===== config.mk =====
export PLATFORM = sky130hd
export DESIGN_NAME = pulse_mode_scheduler
export DESIGN_NICKNAME = d
export VERILOG_FILES = /design/src/rtl/pulse_sched_pkg.sv /design/src/rtl/pulse_sched_table.sv /design/src/rtl/pulse_mode_scheduler.sv
export SDC_FILE = /design/constraint.sdc
export NUM_CORES = 1
export LEC_CHECK = 0
export CAP_MARGIN = 20
export CORE_AREA = 2 2 97 99
export DETAILED_ROUTE_END_ITERATION = 8
export DIE_AREA = 0 0 99 101
export HOLD_SLACK_MARGIN = 0.02
export PLACE_DENSITY_LB_ADDON = 0.1
export SLEW_MARGIN = 20
export SYNTH_ARGS = -nofsm -noshare
export SYNTH_HDL_FRONTEND = slang
export SYNTH_SLANG_ARGS = --single-unit

===== constraint.sdc =====
create_clock -name clk -period 4.2 [get_ports clk]
set_input_delay 0.84 -clock clk [delete_from_list [all_inputs] [get_ports clk]]
set_output_delay 0.84 -clock clk [all_outputs]
set_load 0.005 [all_outputs]

===== src/rtl/pulse_sched_pkg.sv =====
// ---------------------------------------------------------------------------
// pulse_sched_pkg
// Shared types and constants for the pulse mode scheduler:
//   state_t        - sequencer states (IDLE, SWITCH, RUN, DONE)
//   MODE_*         - pulse_generator mode encodings
//   DEF_STEPS      - default number of table entries
//   DEF_DUR_W      - default step-duration width in clock cycles
// ---------------------------------------------------------------------------
package pulse_sched_pkg;

    typedef enum logic [1:0] {
        IDLE   = 2'd0,
        SWITCH = 2'd1,
        RUN    = 2'd2,
        DONE   = 2'd3
    } state_t;

    localparam logic [1:0] MODE_OFF = 2'd0;
    localparam logic [1:0] MODE_1   = 2'd1;
    localparam logic [1:0] MODE_2   = 2'd2;
    localparam logic [1:0] MODE_3   = 2'd3;

    localparam int DEF_STEPS = 4;
    localparam int DEF_DUR_W = 16;

endpackage


===== src/rtl/pulse_sched_table.sv =====
// ---------------------------------------------------------------------------
// pulse_sched_table
// STEPS x (mode, duration) register file for the scheduler.
//   clk, rst_n   - clock, asynchronous active-low reset (clears every entry)
//   wr_en        - write strobe
//   wr_addr      - entry to write
//   wr_mode      - mode value written
//   wr_dur       - duration written (0 = entry is skipped during playback)
//   rd_addr      - entry to read (combinational read port)
//   rd_mode      - mode of entry rd_addr
//   rd_dur       - duration of entry rd_addr
//   any_nonzero  - high when at least one entry has a non-zero duration
// A write lands at the clock edge, so a same-cycle read returns the old value.
// ---------------------------------------------------------------------------
module pulse_sched_table
    import pulse_sched_pkg::*;
#(
    parameter int STEPS = DEF_STEPS,
    parameter int DUR_W = DEF_DUR_W,
    parameter int IDX_W = $clog2(STEPS)
) (
    input  logic             clk,
    input  logic             rst_n,
    input  logic             wr_en,
    input  logic [IDX_W-1:0] wr_addr,
    input  logic [1:0]       wr_mode,
    input  logic [DUR_W-1:0] wr_dur,
    input  logic [IDX_W-1:0] rd_addr,
    output logic [1:0]       rd_mode,
    output logic [DUR_W-1:0] rd_dur,
    output logic             any_nonzero
);

    logic [1:0]       mode_mem [STEPS];
    logic [DUR_W-1:0] dur_mem  [STEPS];

    // NOTE: this table is small and must read as all-zero after reset (an
    // all-zero table makes start a no-op), so every entry is reset here rather
    // than left uninitialised like a RAM macro would be.
    // NOTE: sequential state uses non-blocking assignments so every register
    // samples pre-edge values regardless of process evaluation order.
    always_ff @(posedge clk or negedge rst_n) begin
        if (!rst_n) begin
            for (int i = 0; i < STEPS; i++) begin
                mode_mem[i] <= MODE_OFF;
                dur_mem[i]  <= '0;
            end
        end else if (wr_en) begin
            mode_mem[wr_addr] <= wr_mode;
            dur_mem[wr_addr]  <= wr_dur;
        end
    end

    assign rd_mode = mode_mem[rd_addr];
    assign rd_dur  = dur_mem[rd_addr];

    // NOTE: combinational outputs get a default before any conditional update
    // so no path leaves them unassigned and no latch is inferred.
    always_comb begin
        any_nonzero = 1'b0;
        for (int i = 0; i < STEPS; i++) begin
            if (dur_mem[i] != '0) begin
                any_nonzero = 1'b1;
            end
        end
    end

endmodule


===== src/rtl/pulse_mode_scheduler.sv =====
// ---------------------------------------------------------------------------
// pulse_mode_scheduler
// Plays a table of (mode, duration) steps into a pulse_generator, pulsing the
// generator reset for one cycle (SWITCH) before each step's RUN cycles.
//   clk, rst_n             - clock, asynchronous active-low reset
//   cfg_we/addr/mode/dur   - table write port, accepted in every state
//   start                  - begin playback (honoured in IDLE only)
//   stop                   - abort playback (stop beats start in IDLE)
//   loop                   - captured at accepted start; 1 = wrap to entry 0
//   gen_mode               - pulse_generator.mode
//   gen_rst                - pulse_generator.rst (active-high)
//   busy                   - high in SWITCH and RUN
//   step_idx               - table entry currently loaded
//   done                   - one-cycle pulse when one-shot playback completes
// All outputs decode registered state only.
// ---------------------------------------------------------------------------
module pulse_mode_scheduler
    import pulse_sched_pkg::*;
#(
    parameter int STEPS = DEF_STEPS,
    parameter int DUR_W = DEF_DUR_W,
    parameter int IDX_W = $clog2(STEPS)
) (
    input  logic             clk,
    input  logic             rst_n,
    input  logic             cfg_we,
    input  logic [IDX_W-1:0] cfg_addr,
    input  logic [1:0]       cfg_mode,
    input  logic [DUR_W-1:0] cfg_dur,
    input  logic             start,
    input  logic             stop,
    input  logic             loop,
    output logic [1:0]       gen_mode,
    output logic             gen_rst,
    output logic             busy,
    output logic [IDX_W-1:0] step_idx,
    output logic             done
);

    localparam logic [IDX_W-1:0] LAST_IDX = IDX_W'(STEPS - 1);

    state_t           state_q, state_d;
    logic [IDX_W-1:0] idx_q, idx_d;
    logic [DUR_W-1:0] cnt_q, cnt_d;
    logic [1:0]       mode_q, mode_d;
    logic             loop_q, loop_d;
    logic             advance;

    logic [1:0]       rd_mode;
    logic [DUR_W-1:0] rd_dur;
    logic             any_nonzero;

    pulse_sched_table #(
        .STEPS (STEPS),
        .DUR_W (DUR_W),
        .IDX_W (IDX_W)
    ) u_table (
        .clk         (clk),
        .rst_n       (rst_n),
        .wr_en       (cfg_we),
        .wr_addr     (cfg_addr),
        .wr_mode     (cfg_mode),
        .wr_dur      (cfg_dur),
        .rd_addr     (idx_q),
        .rd_mode     (rd_mode),
        .rd_dur      (rd_dur),
        .any_nonzero (any_nonzero)
    );

    always_ff @(posedge clk or negedge rst_n) begin
        if (!rst_n) begin
            state_q <= IDLE;
            idx_q   <= '0;
            cnt_q   <= '0;
            mode_q  <= MODE_OFF;
            loop_q  <= 1'b0;
        end else begin
            state_q <= state_d;
            idx_q   <= idx_d;
            cnt_q   <= cnt_d;
            mode_q  <= mode_d;
            loop_q  <= loop_d;
        end
    end

    always_comb begin
        state_d = state_q;
        idx_d   = idx_q;
        cnt_d   = cnt_q;
        mode_d  = mode_q;
        loop_d  = loop_q;
        advance = 1'b0;

        case (state_q)
            IDLE: begin
                idx_d = '0;
                // An all-zero table has nothing to play, so start is ignored.
                if (start && !stop && any_nonzero) begin
                    state_d = SWITCH;
                    loop_d  = loop;
                end
            end
            SWITCH: begin
                mode_d = rd_mode;
                if (rd_dur != '0) begin
                    // The RUN state runs while the counter counts dur-1 .. 0,
                    // which gives exactly dur RUN cycles.
                    cnt_d   = rd_dur - DUR_W'(1);
                    state_d = RUN;
                end else begin
                    advance = 1'b1;
                end
            end
            RUN: begin
                if (cnt_q == '0) begin
                    advance = 1'b1;
                end else begin
                    cnt_d = cnt_q - DUR_W'(1);
                end
            end
            DONE: begin
                state_d = IDLE;
                idx_d   = '0;
            end
            default: begin
                state_d = IDLE;
                idx_d   = '0;
            end
        endcase

        if (advance) begin
            if (idx_q != LAST_IDX) begin
                idx_d   = idx_q + IDX_W'(1);
                state_d = SWITCH;
            end else if (loop_q) begin
                idx_d   = '0;
                state_d = SWITCH;
            end else begin
                state_d = DONE;
            end
        end

        // Abort overrides whatever the active states decided above.
        if (stop && state_q != IDLE) begin
            state_d = IDLE;
            idx_d   = '0;
        end
    end

    always_comb begin
        gen_rst  = (state_q != RUN);
        busy     = (state_q == SWITCH) || (state_q == RUN);
        done     = (state_q == DONE);
        step_idx = idx_q;
        case (state_q)
            SWITCH:  gen_mode = rd_mode;
            RUN:     gen_mode = mode_q;
            default: gen_mode = MODE_OFF;
        endcase
    end

endmodule


## Word level (Yosys, flattened, before mapping)

Cells that the tools add are included.

| operators by class | value |
|---|---|
| add/sub/neg operators | 3 |
| $lt $le $gt $ge | 3 |
| eq/ne operators | 9 |
| mux-type cells | 35 |
| bitwise operators | 2 |
| reductions and logical operators | 20 |

Operators by type and width:

| kind | count |
|---|---|
| 16-bit 2-to-1 mux | 5 |
| 16-bit nonzero test | 5 |
| 64-bit bitwise mux | 1 |
| 16-bit binary-select mux with 2-bit select | 1 |
| 16-bit demux with 2-bit select | 1 |
| 16-bit case mux with 2 select lines | 1 |
| 16-bit by 1-bit subtractor with 16-bit output, second input constant | 2 |
| 2-bit 2-to-1 mux | 14 |
| 16-bit zero test | 1 |
| 8-bit bitwise mux | 1 |
| 2-bit inequality test, second input constant | 4 |
| 4-bit inequality test, second input constant | 2 |
| 3-bit greater-or-equal comparator, second input constant | 2 |
| 1-bit 2-to-1 mux | 6 |
| 2-bit NOT with 3-bit output | 2 |
| 2-bit case mux with 3 select lines | 1 |
| 3-bit AND reduction | 2 |
| 5-bit nonzero test | 1 |
| 2-bit binary-select mux with 2-bit select | 1 |
| 2-bit demux with 2-bit select | 1 |
| 2-bit equality test, second input constant | 2 |
| 1-bit logical AND | 4 |
| 2-bit case mux with 2 select lines | 1 |
| 2-bit nonzero test | 2 |
| 9 further kinds | 9 |

| storage, ports and cells | value |
|---|---|
| register bits | 95 |
| word-level logic and storage cells | 85 |

## Depth between registers and ports, before layout

| depth | value |
|---|---|
| depth after elaboration | 10 |
| gate-level depth with buffers | 13 |
| gate-level depth less buffers | 11 |

## Hierarchy

From an unflattened synthesis, not the netlist that was laid out.

| second synthesis, totals | value |
|---|---|
| cells, all modules | 409 |
| area total of the unflattened synthesis | 5,079.9 um^2 |

By module, submodules not included:

| module | times used | cells each | area each (um^2) | seq. area each (um^2) |
|---|---|---|---|---|
| pulse_sched_table | 1 | 196 | 3,259.4 | 1,801.7 |
| pulse_mode_scheduler | 1 | 213 | 1,820.5 | 575.6 |

## Least setup slack after synthesis

OpenSTA, ideal clock, no wires.

| timing path | value |
|---|---|
| kind | reg-to-reg |
| start | register state_q[0] |
| end | register cnt_q[10] |
| arrival time | 3,182 ps |
| data required time | 4,096 ps |
| slack | 914 ps |
| cell stages (with the launch flop) | 14 |
| cells stage by stage | dfrtp_1 -> inv_1 -> ha_1 -> clkbuf_1 -> inv_1 -> clkbuf_1 -> mux2i_1 -> ha_1 -> nor3b_1 -> a31oi_1 -> nor3_1 -> a21oi_1 -> nand2b_1 -> a221oi_1 |

| on the way | value |
|---|---|
| cells in the longest elaborated chain, start to end | 3 |
| elaborated cells between the ends (all ways) | 7 |
| those cells by class | eq/ne (4); mux (1); reduce/logical (2) |

Ends and longest elaborated chain:

| element | line | source |
|---|---|---|
| start: declaration | pulse_mode_scheduler.sv:42 | `state_t state_q, state_d;` |
| start signal: assignment | pulse_mode_scheduler.sv:78 | `state_q <= state_d;` |
| 2-bit equality test / 2-bit by 1-bit equality test with 1-bit output (equally long branches) | pulse_mode_scheduler.sv:94 | `case (state_q)` |
| 2-bit inequality test (no line) / 2-bit nonzero test (equally long branches) | - |  |
| 3-bit AND reduction (no line) | - |  |
| end signal: assignment | pulse_mode_scheduler.sv:80 | `cnt_q <= cnt_d;` |
| end: declaration | pulse_mode_scheduler.sv:44 | `logic [DUR_W-1:0] cnt_q, cnt_d;` |

Several ways; a longest one is shown, not always the timed one.
A chain may end at the register's enable or synchronous reset.

## Worst setup path in the final report

| timing path | value |
|---|---|
| start | register idx_q[0] (netlist: step_idx[0]) |
| end | register cnt_q[10] |

| on the way | value |
|---|---|
| cells in the longest elaborated chain, start to end | 7 |
| elaborated cells between the ends (all ways) | 10 |
| those cells by class | add/sub (1); eq/ne (1); mux (5); bitwise (1); reduce/logical (2) |

Ends and longest elaborated chain:

| element | line | source |
|---|---|---|
| start: declaration | pulse_mode_scheduler.sv:43 | `logic [IDX_W-1:0] idx_q, idx_d;` |
| start signal: assignment | pulse_mode_scheduler.sv:79 | `idx_q <= idx_d;` |
| 2-bit NOT with 3-bit output (not written as such) * | pulse_sched_table.sv:55 | `assign rd_dur = dur_mem[rd_addr];` |
| 16-bit binary-select mux with 2-bit select * | pulse_sched_table.sv:55 |  |
| 16-bit 2-to-1 mux (not written as such) * (2 in a row) | pulse_sched_table.sv:55 |  |
| 16-bit by 1-bit subtractor with 16-bit output / 16-bit nonzero test (equally long branches) | pulse_mode_scheduler.sv:108, pulse_mode_scheduler.sv:105 |  |
| 16-bit 2-to-1 mux / 2-bit inequality test (equally long branches) | - |  |
| 16-bit case mux with 2 select lines / 3-bit AND reduction (equally long branches) | - |  |

Mark *: on every way between the ends. The rest lies on a longest branch, timed or not. The select of a mux whose other input is x is not followed.

==> summary.md <==
| Metric | Value |
|---|---|
| Largest net degree at the start of global routing | `74` |
| Area fraction of the dominant cell type after synthesis | `45.6%` |
| Pwr Total | `3.06 mW` |
| Slowest library cell on the worst path | `dfrtp_1` |
| Leak Pwr | `2.32 nW` |
| PortBufs | `32` |
| Critical path startpoint category | `flop` |
| Layout Skew | `0.0125 ns` |
| Required @ worst endpoint | `4.47 ns` |
| EDFF count, synth | `0` |
| Die area | `between 9000 and 10000 um2` |
| Sequential fraction of the synthesis area | `45.6%` |
| Fin crit period | `3.58 ns` |
| Pin slew with the least headroom to its limit | `between 0.9 and 1 ns` |
| Final Setup Violations | `0` |
| Max-Cap Viols | `0` |
| Sequential Area | `2380 um2` |
| Sink Count | `95` |
| Vias | `3726` |
| Die width | `99 um` |
| H-tree depth | `3` |
| CP Class | `flop to flop` |
| DP Area | `5670 um2` |
| Slew Limit Fails | `0` |
| Core Area | `8980 um2` |
| Syn_nets | `464` |
| Synth Instances | `431` |
| Routability Congestion | `0.976` |
| Synth cell types | `55` |
| DR WL/cell | `around 20 um` |
| CTS root buf | `clkbuf_8` |
| NumNets Final | `501` |
| Fin crit share | `85.2%` |
| Crit path cell chain | `mux4_2, mux2i_1, ha_1, nor3b_1, a31oi_1, nor3_1, a21oi_1, nand2b_1, a221oi_1` |
| I/O pins | `33` |
| DR pass1 iterations | `5` |
| Half-perimeter wire length after placement | `8470 um` |
| Layout cell share with drive strength beyond 1 | `between 20% and 30%` |
| FILL cells | `688` |
| Clock slew at reported path FFs | `0.11 ns` |
| Inserted Diodes | `0` |
| Post-CTS Setup Inserts | `0` |
| Top_reg_cell synth | `dfrtp_1` |
| Fin Setup TNS | `0 ns` |
| Initial DRC count | `193` |
| Peak VDD IR | `~220 uV` |
| Mapped Avg Cell Area | `12.1 um2` |
| Post-route cell area | `between 5000 and 6000 um2` |
| Worst Path Max Fanout | `12` |
| Power density over cell area | `523 nW/um2` |
| Hold Vio Cnt, Final | `0` |
| Max Freq | `279 MHz` |
| Final ANT Viol Nets | `0` |
| Clock tree buffer depth | `2` |
| Hold Path Class | `flop to flop` |
| Die height | `101 um` |
| Synthesis-to-layout area growth | `12.3%` |
| Asr flop ratio synth | `100%` |
| Syn. warnings | `0` |
| Remaining DRCs | `0` |
| Initial antenna violation count | `0` |
| CTS buffer count | `9` |
| FP Rows | `35` |
| Vias in the first global route | `3789` |
| Final Util | `65.2%` |
| CTS tree | `yes` |
| Clk_lat worst skew | `0.37 ns` |
| Worst Setup End Kind | `flop` |
| Post-cts resize count | `0` |
| Slew HR | `38.7%` |
| FF+latch count, synth | `95` |
| CP max stage delay | `0.72 ns` |
| Arrival @ worst endpoint | `about 3.9 ns` |
| Top post-synthesis cells by area | `dfrtp_1 46%, mux2_2 16%, mux4_2 5.6%` |
| # hold bufs at CTS | `0` |
| Yosys top cell by area | `dfrtp_1` |
| Multi-input gate area | `about 2700 um2` |
| Initial Utilization | `58.0%` |
| GRT Residual Overflow | `0` |
| Synthesized area | `5210 um2` |
| Status | `finished, final reports clean` |
| RSZ-0062 raised after global routing | `no` |
| First-pass GRT wire length | `19600 um` |
| Drt total wl | `11700 um` |
| Vias per cell | `6.38` |
| Total GRT Usage | `roughly a quarter` |
-- worst paths after layout --
kind	startpoint	endpoint	slack, ns	depth (start not counted)
min in group asynchronous	rst_n	loop_q$_DFFE_PN0P_	0.58	1
hold / removal	u_table.mode_mem[7]$_DFFE_PN0P_	u_table.mode_mem[7]$_DFFE_PN0P_	0.51	1
setup / recovery	step_idx[0]$_DFF_PN0_	cnt_q[10]$_DFFE_PN0P_	0.62	9
setup reg to reg	step_idx[0]$_DFF_PN0_	cnt_q[10]$_DFFE_PN0P_	0.62	9
max in group asynchronous	rst_n	u_table.dur_mem[2]$_DFFE_PN0P_	2.80	2
hold reg to reg	u_table.mode_mem[7]$_DFFE_PN0P_	u_table.mode_mem[7]$_DFFE_PN0P_	0.51	1
-- cell type report --
| class | instances | share of cell area, % |
|---|---|---|
| Inverter | 9 | 0.578 |
| Multi-Input combinational cell | 309 | 46.4 |
| Clock inverter | 6 | 0.898 |
| Sequential cell | 95 | 40.6 |
| Tap cell | 111 | 2.37 |
| Clock buffer | 10 | 2.18 |
| Timing Repair Buffer | 44 | 6.97 |
-- worst max-delay path: cells and delay by family (launching register included) --
family	cells	cell delay (ns)
DFF	1	0.72
AOI/OAI and AO/OA	3	0.60
adders and majority gates	1	0.27
and+or+nand+nor	3	1.08
muxes	2	0.81
-- per-stage QoR --
step | instances | setup WS (ns) | hold slack, ns
after floorplan | 431 | 0.914 | 0.472
after global placement | 568 | 0.710 | 0.490
after detailed placement | 568 | 0.658 | 0.494
after CTS | 584 | 0.610 | 0.516
after global routing | 584 | 0.182 | 0.534
final | 584 | 0.620 | 0.512
-- cells by family after synthesis --
family | share of synthesized area (%)
compound gates | 7.90
xor+xnor | 2.19
fa+ha+maj | 1.68
buf+inv | 2.43
flops | 45.6
mux | 27.3
simple gates | 12.9
-- synth_stat cells, drive strengths merged (3+ instances only) --
cell type and number:
nor4 23, nor2b 4, ha 7, o21ai 13, dfrtp 95, or3 5
mux2 76, nand2b 7, mux2i 14, o31a 3, a21oi 14, buf 9
nand2 19, and3 3, inv 9, nand4 7, clkbuf 9, xnor2 3
xor2 10, nand3 11, mux4 18, nor3 9, nor2 21, o22ai 10
-- placed cells by master, fill, tap and decap left out, types with 3 or more instances in the layout --
cell and instances:
dfrtp_1 95, mux2_2 76, clkdlybuf4s50_1 31, nor4_1 23
nor2_1 21, nand2_1 19, mux2i_1 14, a21oi_1 14
mux4_2 13, buf_4 13, nand3_1 11, xor2_1 10
o22ai_1 10, inv_1 9, clkbuf_8 9, nor3_1 8
o21ai_0 8, nand4_1 7, ha_1 7, nand2b_1 5
mux4_1 5, or3_1 5, nor2b_1 4, o21ai_1 4
o31a_1 3, and3_1 3, xnor2_1 3
-- sequential cells by signal, indices dropped and copies added (netlist names) --
register          cells
u_table.dur_mem      64
cnt_q                16
u_table.mode_mem      8
mode_q                2
state_q               2
step_idx              2
loop_q                1
-- metal layers --
layer | track usage, % | part of all wire [%]
met4 | 7.80 | 1.7
met2 | 39.2 | 47
met1 | 36.2 | 47
met3 | 4.58 | 3.6
met5 | 0 | 0
-- report_power, final --
group          switching [mW]  total (mW)  internal (mW)
Combinational           0.556        1.08          0.527
Sequential              0.237        1.39           1.16
Clock                   0.356       0.581          0.225
(Power assumes the default switching activity.)
